### config.mk
export PLATFORM = sky130hd
export DESIGN_NAME = hazard_fwd_unit
export DESIGN_NICKNAME = d
export VERILOG_FILES = /design/src/rtl/mips_pkg.sv /design/src/rtl/hazard_match_prio.sv /design/src/rtl/hazard_fwd_unit.sv
export SDC_FILE = /design/constraint.sdc
export NUM_CORES = 1
export LEC_CHECK = 0
export BUFFER_PORTS_ARGS = -buffer_cell sky130_fd_sc_hd__buf_4
export CAP_MARGIN = 10
export CORE_MARGIN = 5
export CORE_UTILIZATION = 35
export CTS_CLUSTER_SIZE = 25
export DETAILED_ROUTE_END_ITERATION = 16
export MAX_ROUTING_LAYER = met4
export SLEW_MARGIN = 20
export SYNTH_ARGS = -nofsm -noshare
export SYNTH_HDL_FRONTEND = slang
export SYNTH_SLANG_ARGS = --single-unit
### constraint.sdc
create_clock -name clk -period 3.8 [get_ports clk]
set_input_delay 0.57 -clock clk [delete_from_list [all_inputs] [get_ports clk]]
set_output_delay 0.57 -clock clk [all_outputs]
set_load 0.01 [all_outputs]
### src/rtl/mips_pkg.sv
// Shared constants for the 5-stage MIPS pipeline control blocks.
package mips_pkg;

  localparam int REG_AW = 5;
  localparam int DATA_W = 32;

  // Forward-select encoding: 0 = register file, k+1 = result of stage k.
  localparam int FWD_RF  = 0;
  localparam int FWD_EX  = 1;
  localparam int FWD_MEM = 2;
  localparam int FWD_WB  = 3;

  localparam int STG_EX  = 0;
  localparam int STG_MEM = 1;
  localparam int STG_WB  = 2;

endpackage

### src/rtl/hazard_match_prio.sv
// Picks the youngest (lowest-index) matching in-flight stage for one operand
// and reports whether that producer is a load.
module hazard_match_prio
  import mips_pkg::*;
#(
  parameter int DEPTH = 3,
  parameter int SEL_W = $clog2(DEPTH + 1)
) (
  input  logic [DEPTH-1:0] match_i,
  input  logic [DEPTH-1:0] ld_i,
  output logic             hit_o,
  output logic [SEL_W-1:0] idx_o,
  output logic             ld_o
);

  // Scan oldest to youngest so the youngest match is the last to win.
  always_comb begin
    hit_o = 1'b0;
    idx_o = '0;
    ld_o  = 1'b0;
    for (int k = DEPTH - 1; k >= STG_EX; k--) begin
      if (match_i[k]) begin
        hit_o = 1'b1;
        idx_o = SEL_W'(k);
        ld_o  = ld_i[k];
      end
    end
  end

endmodule

### src/rtl/hazard_fwd_unit.sv
// Hazard detection and forwarding control: scoreboard of in-flight writers
// behind ID, forwarding selects, stall/flush requests and a stall counter.
module hazard_fwd_unit
  import mips_pkg::*;
#(
  parameter int REG_AW   = mips_pkg::REG_AW,
  parameter int DEPTH    = 3,
  parameter int LOAD_LAT = 1,
  parameter int CNT_W    = 16,
  parameter int SEL_W    = $clog2(DEPTH + 1)
) (
  input  logic              clk,
  input  logic              rst,
  input  logic              id_valid,
  input  logic [REG_AW-1:0] id_src1,
  input  logic [REG_AW-1:0] id_src2,
  input  logic              id_src2_used,
  input  logic [REG_AW-1:0] id_dest,
  input  logic              id_wb_en,
  input  logic              id_mem_read,
  input  logic              br_taken,
  input  logic              fwd_mode,
  output logic [SEL_W-1:0]  fwd_sel_a,
  output logic [SEL_W-1:0]  fwd_sel_b,
  output logic              stall,
  output logic              id_flush,
  output logic [CNT_W-1:0]  stall_cnt,
  input  logic              clr_cnt
);

  localparam logic [SEL_W-1:0] LOAD_LAT_S = SEL_W'(LOAD_LAT);
  localparam logic [SEL_W-1:0] SEL_RF     = SEL_W'(FWD_RF);

  logic [DEPTH-1:0]             v_q, v_d, ld_q, ld_d;
  logic [DEPTH-1:0][REG_AW-1:0] dst_q, dst_d;
  logic [CNT_W-1:0]             cnt_q, cnt_d;

  logic [DEPTH-1:0] m_a, m_b;
  logic             hit_a, hit_b, ld_a, ld_b;
  logic [SEL_W-1:0] idx_a, idx_b;
  logic             lu_a, lu_b, stall_raw, new_v;

  always_comb begin
    for (int k = 0; k < DEPTH; k++) begin
      m_a[k] = v_q[k] && (dst_q[k] == id_src1) && (id_src1 != '0);
      m_b[k] = v_q[k] && (dst_q[k] == id_src2) && (id_src2 != '0) && id_src2_used;
    end
  end

  hazard_match_prio #(.DEPTH(DEPTH), .SEL_W(SEL_W)) u_prio_a (
    .match_i (m_a),
    .ld_i    (ld_q),
    .hit_o   (hit_a),
    .idx_o   (idx_a),
    .ld_o    (ld_a)
  );

  hazard_match_prio #(.DEPTH(DEPTH), .SEL_W(SEL_W)) u_prio_b (
    .match_i (m_b),
    .ld_i    (ld_q),
    .hit_o   (hit_b),
    .idx_o   (idx_b),
    .ld_o    (ld_b)
  );

  // A load whose data is not yet forwardable forces a bubble instead of a select.
  assign lu_a = hit_a && ld_a && (idx_a < LOAD_LAT_S);
  assign lu_b = hit_b && ld_b && (idx_b < LOAD_LAT_S);

  always_comb begin
    stall_raw = 1'b0;
    fwd_sel_a = SEL_RF;
    fwd_sel_b = SEL_RF;
    if (id_valid) begin
      if (fwd_mode) begin
        stall_raw = lu_a || lu_b;
        if (hit_a && !lu_a) fwd_sel_a = idx_a + SEL_W'(1);
        if (hit_b && !lu_b) fwd_sel_b = idx_b + SEL_W'(1);
      end else begin
        stall_raw = (|m_a) || (|m_b);
      end
    end
  end

  assign stall    = stall_raw && !br_taken;
  assign id_flush = br_taken;

  assign new_v = id_valid && id_wb_en && (id_dest != '0) && !stall && !br_taken;

  always_comb begin
    v_d[0]   = new_v;
    dst_d[0] = new_v ? id_dest : '0;
    ld_d[0]  = new_v && id_mem_read;
    for (int k = 1; k < DEPTH; k++) begin
      v_d[k]   = v_q[k-1];
      dst_d[k] = dst_q[k-1];
      ld_d[k]  = ld_q[k-1];
    end
  end

  always_comb begin
    cnt_d = cnt_q;
    if (clr_cnt)                   cnt_d = '0;
    else if (stall && cnt_q != '1) cnt_d = cnt_q + CNT_W'(1);
  end

  always_ff @(posedge clk or posedge rst) begin
    if (rst) begin
      v_q   <= '0;
      dst_q <= '0;
      ld_q  <= '0;
      cnt_q <= '0;
    end else begin
      v_q   <= v_d;
      dst_q <= dst_d;
      ld_q  <= ld_d;
      cnt_q <= cnt_d;
    end
  end

  assign stall_cnt = cnt_q;

endmodule

==> reports/results.txt, run 1 <==
Status -> complete, no violations
Drt pass-1 iters -> 4
Largest family of logic cells by synthesized area -> simple AND/OR/NAND/NOR gates
Share of cells above drive strength 1 -> 26.4%
EDFF count, synth -> 0
Register area share after synthesis -> 42.8%
Xor and xnor area share after synthesis -> 14.2%
Later-pin clock latency in the skew report -> 300 ps
Detailed Route WL -> 5.18 mm
CTS buffer count -> 5
Yosys reg bits -> 37
# clock sinks -> 37
CTS clk-pin slew, worst paths -> 90 ps
Initial Utilization -> 36.3%
Post-synthesis mux area share -> 2.72%
Initial antenna violation count -> 0
Antenna-violating nets left -> 0
Crit Path Max Fanout -> 5
WS Path Type -> input pin to primary output
DRC -> 0
Crit. End Element -> primary output
Adder-cell area share of the yosys netlist -> 1.74%
Cts hold-fix bufs -> 0
# rows -> 28
Fin util -> 44.8%
Die width -> 88.6 um
Lkg Pwr -> 0.00120 uW
Synth Net Count -> 237
FILL cells -> 597
Die area -> 7850 um^2
1st-iter DRT viols -> 77
Core area -> 5960 um^2
Max Cap Viol -> 0
Die height -> 88.6 um
Reg area -> 926 um^2
Antenna diodes -> 0
Nets -> 287
Port bufs -> 45
Fin crit share -> 91.0%
CTS tree -> built
Power density cells -> 288 nW/um^2
Mapped Area -> 2160 um^2
Post-CTS sizing -> 0
Area taken by multi-input logic gates -> 1180 um^2
DP HPWL -> 3.94 mm
Worst-Margin Slew -> 633 ps
Post-route minimum period -> 3460 ps
Slew Limit Fails -> 0
Worst hold slack -> 380 ps
I/O pin cnt -> 46
RSZ-0062 raised after global routing -> no
Placed inst area -> 2580 um^2
Vias in the first global route -> 1729
Critical path arrival -> 2890 ps
Post-CTS setup buffers -> 0
Total track usage -> 15.0%
Compound-Gate Fraction of Synth Area -> 12.1%
Most common cell after layout, fill and taps aside -> buf_4
Final Hold Fails -> 0
Yosys warns -> 0
Layout Cell Area excl Fill -> 2670 um^2
Max H-tree Level -> 2
Async set-reset flop share out of synthesis -> 100%
Fmax -> 289 MHz
Final setup viols -> 0
Synth cell types -> 47
GP Congestion -> 0.857
Fin Setup TNS -> 0 ps
WL per Instance -> 15.4 um
Simple-gate share of the synthesized area -> 23.8%
Pin count of the biggest net entering global routing -> 38
Peak supply drop -> 0.000185 V
First-pass GRT wire length -> 8.59 mm
Post-synthesis area per instance -> 10.3 um^2
Critical path data required time -> 3230 ps
CP Launch Type -> input pin
Top FF cell, synth -> dfrtp_1
Commonest non-fill, non-tap cells in the layout -> 48 x buf_4, 37 x dfrtp_1, 21 x xor2_1
Relative slew slack -> 57.8%
Routed via count -> 1693
P&R area growth vs syn -> 23.4%
Type of the most critical hold path -> input pin to async pin
Cells after synthesis -> 210
Worst Clk Skew -> 13.6 ps
Clock Tree Root -> clkbuf_8
Via-per-instance ratio -> 5.04
Clock buffer depth -> 2
Total grt overflow -> 0
per-layer routing:
layer / track usage [%] / routed length, um / vias to the layer above
met5: - / 0 / -
met4: 4.95 / 65 / 0
met3: 3.17 / 176 / 5
met2: 23.3 / 2490 / 25
met1: 19.4 / 2450 / 820
li1: - / - / 843
power breakdown:
part / total [uW] / switching (uW) / leakage [uW] / internal (uW)
clock network: 275 / 148 / 0.0000439 / 127
registers: 407 / 7.18 / 0.000511 / 400
logic: 85.4 / 46.4 / 0.000648 / 39.0
cell families after synthesis:
| family | Yosys count |
|---|---|
| and+or+nand+nor | 88 |
| xor gates and xnor gates | 35 |
| muxes | 5 |
| AOI/OAI and AO/OA | 31 |
| buffers and inverters | 11 |
| adders and majority gates | 3 |
| DFF | 37 |
worst max-delay path, cell delays in order:
cell and delay (ps):
buf_4 130, or4_1 530, o21ai_2 220, or4_1 180, or3b_2 450, ha_1 190, o21ai_0 70, o21a_1 180
nand3_1 110, a21oi_1 130, buf_4 130
metrics by stage:
step	power, uW	setup slack [ps]	std cells
6_report	768	341	336
5_1_grt	806	165	336
3_3_place_gp	501	371	328
3_5_place_dp	502	330	328
4_1_cts	778	333	336
2_1_floorplan	460	431	210
flip-flops by register name (all words and copies together), names as in the netlist:
signal	count
v_q	3
dst_q	5
ld_q	3
stall_cnt	16
dst_d	10
synth_stat cells (4+ instances only):
cell type	n	area (um^2)
a21oi_1	8	40.0
and2_1	9	56.3
dfrtp_1	37	926
inv_1	6	22.5
nand2_1	8	30.0
nand3_1	9	45.0
nand4_1	9	56.3
nor2_1	20	75.1
nor2b_1	5	31.3
nor3_1	4	20.0
or4_1	4	30.0
xnor2_1	14	123
xor2_1	21	184
final timing paths:
kind	start	to	slack [ps]	cells after the start
min in group clk	ld_q[1]$_DFF_PP0_	ld_q[2]$_DFF_PP0_	380	0
max reg2reg	dst_q[10]$_DFF_PP0_	stall_cnt[8]$_DFFE_PP0P_	760	11
max	id_src2[1]	fwd_sel_b[0]	340	11
max in group asynchronous	rst	stall_cnt[14]$_DFFE_PP0P_	3080	3
min reg2reg	ld_q[1]$_DFF_PP0_	ld_q[2]$_DFF_PP0_	380	0
min	rst	dst_q[13]$_DFF_PP0_	380	3
layout make-up:
class	instances	area share, %
Timing Repair Buffer	48	13.5
Inverter	6	0.844
Sequential cell	37	34.7
Tap cell	75	3.52
Clock inverter	3	0.656
Multi-Input combinational cell	162	44.2
Clock buffer	5	2.58
Note: power is estimated with default switching activity, not from simulation.
==> run 2, diff against run 1 <==
Settings changed: CORE_UTILIZATION 35 to 54, PLACE_DENSITY set to 0.79.
==> reports/results.txt, run 2 (synthesis results as in run 1) <==
Status -> complete, no violations
Initial antenna violation count -> 0
Design Power -> 781 uW
CTS tree -> built
Fin Setup TNS -> 0 ps
Core area -> 3940 um^2
Total track usage -> 20.6%
GP Congestion -> 0.885
Vias in the first global route -> 1756
R2R setup slack -> 710 ps
Crit. End Element -> primary output
Crit path cell chain -> buf_4, or4_1, o21ai_2, or4_1, or3b_2, ha_1, o21ai_0, o21a_1, nand3_1, a21oi_1, buf_4
Post-route minimum period -> 3480 ps
Post-CTS sizing -> 0
Die area -> 5370 um^2
Peak supply drop -> 0.000235 V
Max Cap Viol -> 0
Detailed Route WL -> 4.90 mm
Max stage delay on crit path -> 540 ps
Buf/Inv on CP -> 2
DRC -> 0
Relative slew slack -> 59.0%
CTS clk-pin slew, worst paths -> 70 ps
# rows -> 23
# clock sinks -> 37
Type of the most critical hold path -> register to register
Drt pass-1 iters -> 4
Max H-tree Level -> 2
WS Path Type -> input pin to primary output
Initial Utilization -> 54.8%
Slew Limit Fails -> 0
Power density cells -> 295 nW/um^2
Via-per-instance ratio -> 5.59
Routed via count -> 1737
Max FFs per register -> 16
Total grt overflow -> 0
Share of cells above drive strength 1 -> 26.4%
WL per Instance -> 15.8 um
I/O pin cnt -> 46
Port bufs -> 45
P&R area growth vs syn -> 22.5%
DP HPWL -> 3.76 mm
Clock buffer depth -> 2
Pin count of the biggest net entering global routing -> 38
Lkg Pwr -> 0.00121 uW
Final Hold Fails -> 0
First-pass GRT wire length -> 8.17 mm
Worst path top cell family by delay -> simple AND/OR/NAND/NOR gates
CP Launch Type -> input pin
Critical path arrival -> 2910 ps
Later-pin clock latency in the skew report -> 300 ps
Post-CTS setup buffers -> 0
Crit Path Max Fanout -> 5
Clock Tree Root -> clkbuf_8
Antenna diodes -> 0
Critical path data required time -> 3230 ps
Most common cell after layout, fill and taps aside -> buf_4
Fmax -> 288 MHz
Die height -> 73.3 um
RSZ-0062 raised after global routing -> no
Die width -> 73.3 um
Antenna-violating nets left -> 0
1st-iter DRT viols -> 68
Nets -> 287
CTS buffer count -> 5
Worst-Margin Slew -> 615 ps
Cts hold-fix bufs -> 0
Worst Clk Skew -> 10.6 ps
Commonest non-fill, non-tap cells in the layout -> 48 x buf_4, 37 x dfrtp_1, 21 x xor2_1
Fin crit share -> 91.5%
Slowest cell on crit path -> or4_1
Final setup viols -> 0
run 2: metrics by stage:
| step | instances | hold slack [ps] | worst slack, ps | util [%] | instance area (um^2) |
|---|---|---|---|---|---|
| floorplan | 210 | 354 | 431 | - | 2160 |
| global placement | 303 | 357 | 365 | 64.7 | 2550 |
| detailed placement | 303 | 359 | 331 | 64.7 | 2550 |
| CTS | 311 | 374 | 321 | 67.2 | 2650 |
| global route | 311 | 396 | 152 | 67.2 | 2650 |
| finish | 311 | 372 | 324 | 67.2 | 2650 |
run 2: path summary, 6_finish.rpt:
path,from,endpoint,depth (start not counted)
worst max register to register,dst_q[10]$_DFF_PP0_,stall_cnt[8]$_DFFE_PP0P_,11
worst min-delay path,ld_q[1]$_DFF_PP0_,ld_q[2]$_DFF_PP0_,0
max in group asynchronous,rst,stall_cnt[8]$_DFFE_PP0P_,3
worst max-delay path,id_src2[1],fwd_sel_b[0],11
worst min register to register,ld_q[1]$_DFF_PP0_,ld_q[2]$_DFF_PP0_,0
min in group asynchronous,rst,stall_cnt[5]$_DFFE_PP0P_,3
run 2: where the power goes:
part / internal, uW / leakage [uW] / switching, uW
registers: 400 / 0.000511 / 7.48
logic: 39.0 / 0.000648 / 45.4
clock network: 147 / 0.0000512 / 142
total: 586 / 0.00121 / 195
run 2: final cells by class:
type	instances	area, um^2
Clock buffer	6	82.6
Tap cell	50	62.6
Clock inverter	2	13.8
Multi-Input combinational cell	162	1180
Sequential cell	37	926
Timing Repair Buffer	48	360
Inverter	6	22.5
Fill cell	315	1290
run 2: worst register-to-register path: cells and delay by family (launching register included):
kind,cells,cell delay [ps]
xor+xnor,1,170
compound gates,3,350
buf+inv,1,190
simple gates,4,1380
fa+ha+maj,1,190
flops,1,410
mux,1,290
run 2: metal layers:
layer  track usage, %  vias up  routed length (um)
li1                 -      842                   -
met1             26.3      843                2200
met2             31.8       43                2390
met3             4.38        9                 221
met4             8.81        0                  95
met5                -        -                   0
==> run 3, diff against run 2 <==
Settings changed: BUFFER_PORTS_ARGS -buffer_cell sky130_fd_sc_hd__buf_4 to -buffer_cell sky130_fd_sc_hd__buf_2, CORE_ASPECT_RATIO set to 1.5.
==> reports/results.txt, run 3 (synthesis results as in run 1) <==
Post-CTS sizing -> 0
Port bufs -> 45
Power density cells -> 301 nW/um^2
Crit path cell chain -> buf_2, or4_1, o21ai_2, or4_1, or3b_2, ha_1, o21ai_0, o21a_1, nand3_1, a21oi_1, buf_2
Total track usage -> 20.8%
1st-iter DRT viols -> 86
Worst hold slack -> 370 ps
Slew Limit Fails -> 0
Via-per-instance ratio -> 5.72
Share of cells above drive strength 1 -> 26.4%
Clock buffer depth -> 2
Post-route minimum period -> 3460 ps
Max FFs per register -> 16
Detailed Route WL -> 4.83 mm
I/O pin cnt -> 46
Cts hold-fix bufs -> 0
Type of the most critical hold path -> input pin to async pin
Total grt overflow -> 0
# clock sinks -> 37
Post-CTS setup buffers -> 0
Worst-Margin Slew -> 640 ps
Dpl cells -> 298
Critical path arrival -> 2890 ps
P&R area growth vs syn -> 16.7%
Worst path top cell family by delay -> simple AND/OR/NAND/NOR gates
Lkg Pwr -> 0.00119 uW
Relative slew slack -> 57.3%
# rows -> 28
Slowest cell on crit path -> or4_1
Commonest non-fill, non-tap cells in the layout -> 45 x buf_2, 37 x dfrtp_1, 21 x xor2_1
Max H-tree Level -> 2
Antenna-violating nets left -> 0
Vias in the first global route -> 1707
WS Path Type -> input pin to primary output
Crit Path Max Fanout -> 5
Clock Tree Root -> clkbuf_8
Most common cell after layout, fill and taps aside -> buf_2
First-pass GRT wire length -> 7.90 mm
Peak supply drop -> 0.000266 V
WL per Instance -> 15.8 um
CP Launch Type -> input pin
RSZ-0062 raised after global routing -> no
Final setup viols -> 0
Die area -> 5400 um^2
Max Cap Viol -> 0
CTS buffer count -> 5
Fin crit share -> 90.9%
Fin Setup TNS -> 0 ps
Worst Clk Skew -> 10.3 ps
Routed via count -> 1750
Max stage delay on crit path -> 530 ps
CTS clk-pin slew, worst paths -> 70 ps
DP HPWL -> 3.76 mm
Die width -> 61.7 um
Crit. End Element -> primary output
Later-pin clock latency in the skew report -> 290 ps
Initial Utilization -> 55.1%
Nets -> 287
Core area -> 3920 um^2
Die height -> 87.5 um
Antenna diodes -> 0
GP Congestion -> 0.905
Buf/Inv on CP -> 2
Non-Filler Instances -> 306
Final Hold Fails -> 0
DRC -> 0
Fmax -> 289 MHz
Initial antenna violation count -> 0
Pin count of the biggest net entering global routing -> 38
Drt pass-1 iters -> 4
Status -> complete, no violations
Critical path data required time -> 3230 ps
CTS tree -> built
[run 3: worst min-delay path, cell delays in order]
cell   delay, ps
buf_2         90
inv_1         40
buf_4        390
[run 3: area by class of cell]
type | instances | area, um^2
clock inverters | 3 | 21.3
flip-flops and latches | 37 | 926
well taps | 45 | 56.3
inverters | 6 | 22.5
repair buffers | 48 | 248
clock buffers | 5 | 68.8
fillers | 339 | 1400
multi-input cells | 162 | 1180
[run 3: routing by layer]
layer / share of wire [%] / global-route usage [%]
met1: 39 / 23.2
met2: 53 / 34.9
met3: 4.2 / 3.12
met4: 3.6 / 10.2
met5: 0 / -
[run 3: metrics by stage]
step	total power, uW	worst slack, ps	util [%]	cell area (um^2)
2_1_floorplan	460	431	-	2160
3_3_place_gp	492	388	62.0	2430
3_5_place_dp	494	334	62.0	2430
4_1_cts	775	333	64.3	2520
5_1_grt	796	170	64.3	2520
6_report	760	345	64.3	2520
[run 3: final timing paths]
| path | start | to | slack, ps | cells past startpoint |
|---|---|---|---|---|
| min in group clk | ld_q[1]$_DFF_PP0_ | ld_q[2]$_DFF_PP0_ | 380 | 0 |
| worst max-delay path | id_src2[1] | fwd_sel_b[0] | 340 | 11 |
| worst max register to register | dst_q[10]$_DFF_PP0_ | stall_cnt[8]$_DFFE_PP0P_ | 700 | 11 |
| worst min-delay path | rst | stall_cnt[2]$_DFFE_PP0P_ | 370 | 3 |
| worst min register to register | ld_q[1]$_DFF_PP0_ | ld_q[2]$_DFF_PP0_ | 380 | 0 |
| max in group asynchronous | rst | dst_d[7]$_DFF_PP0_ | 3100 | 3 |
[run 3: power by group]
group	leakage, uW	total [uW]	internal (uW)	switching (uW)
sequential	0.000511	407	400	7.14
clock	0.0000445	275	130	145
combinational	0.000629	78.2	31.4	46.9
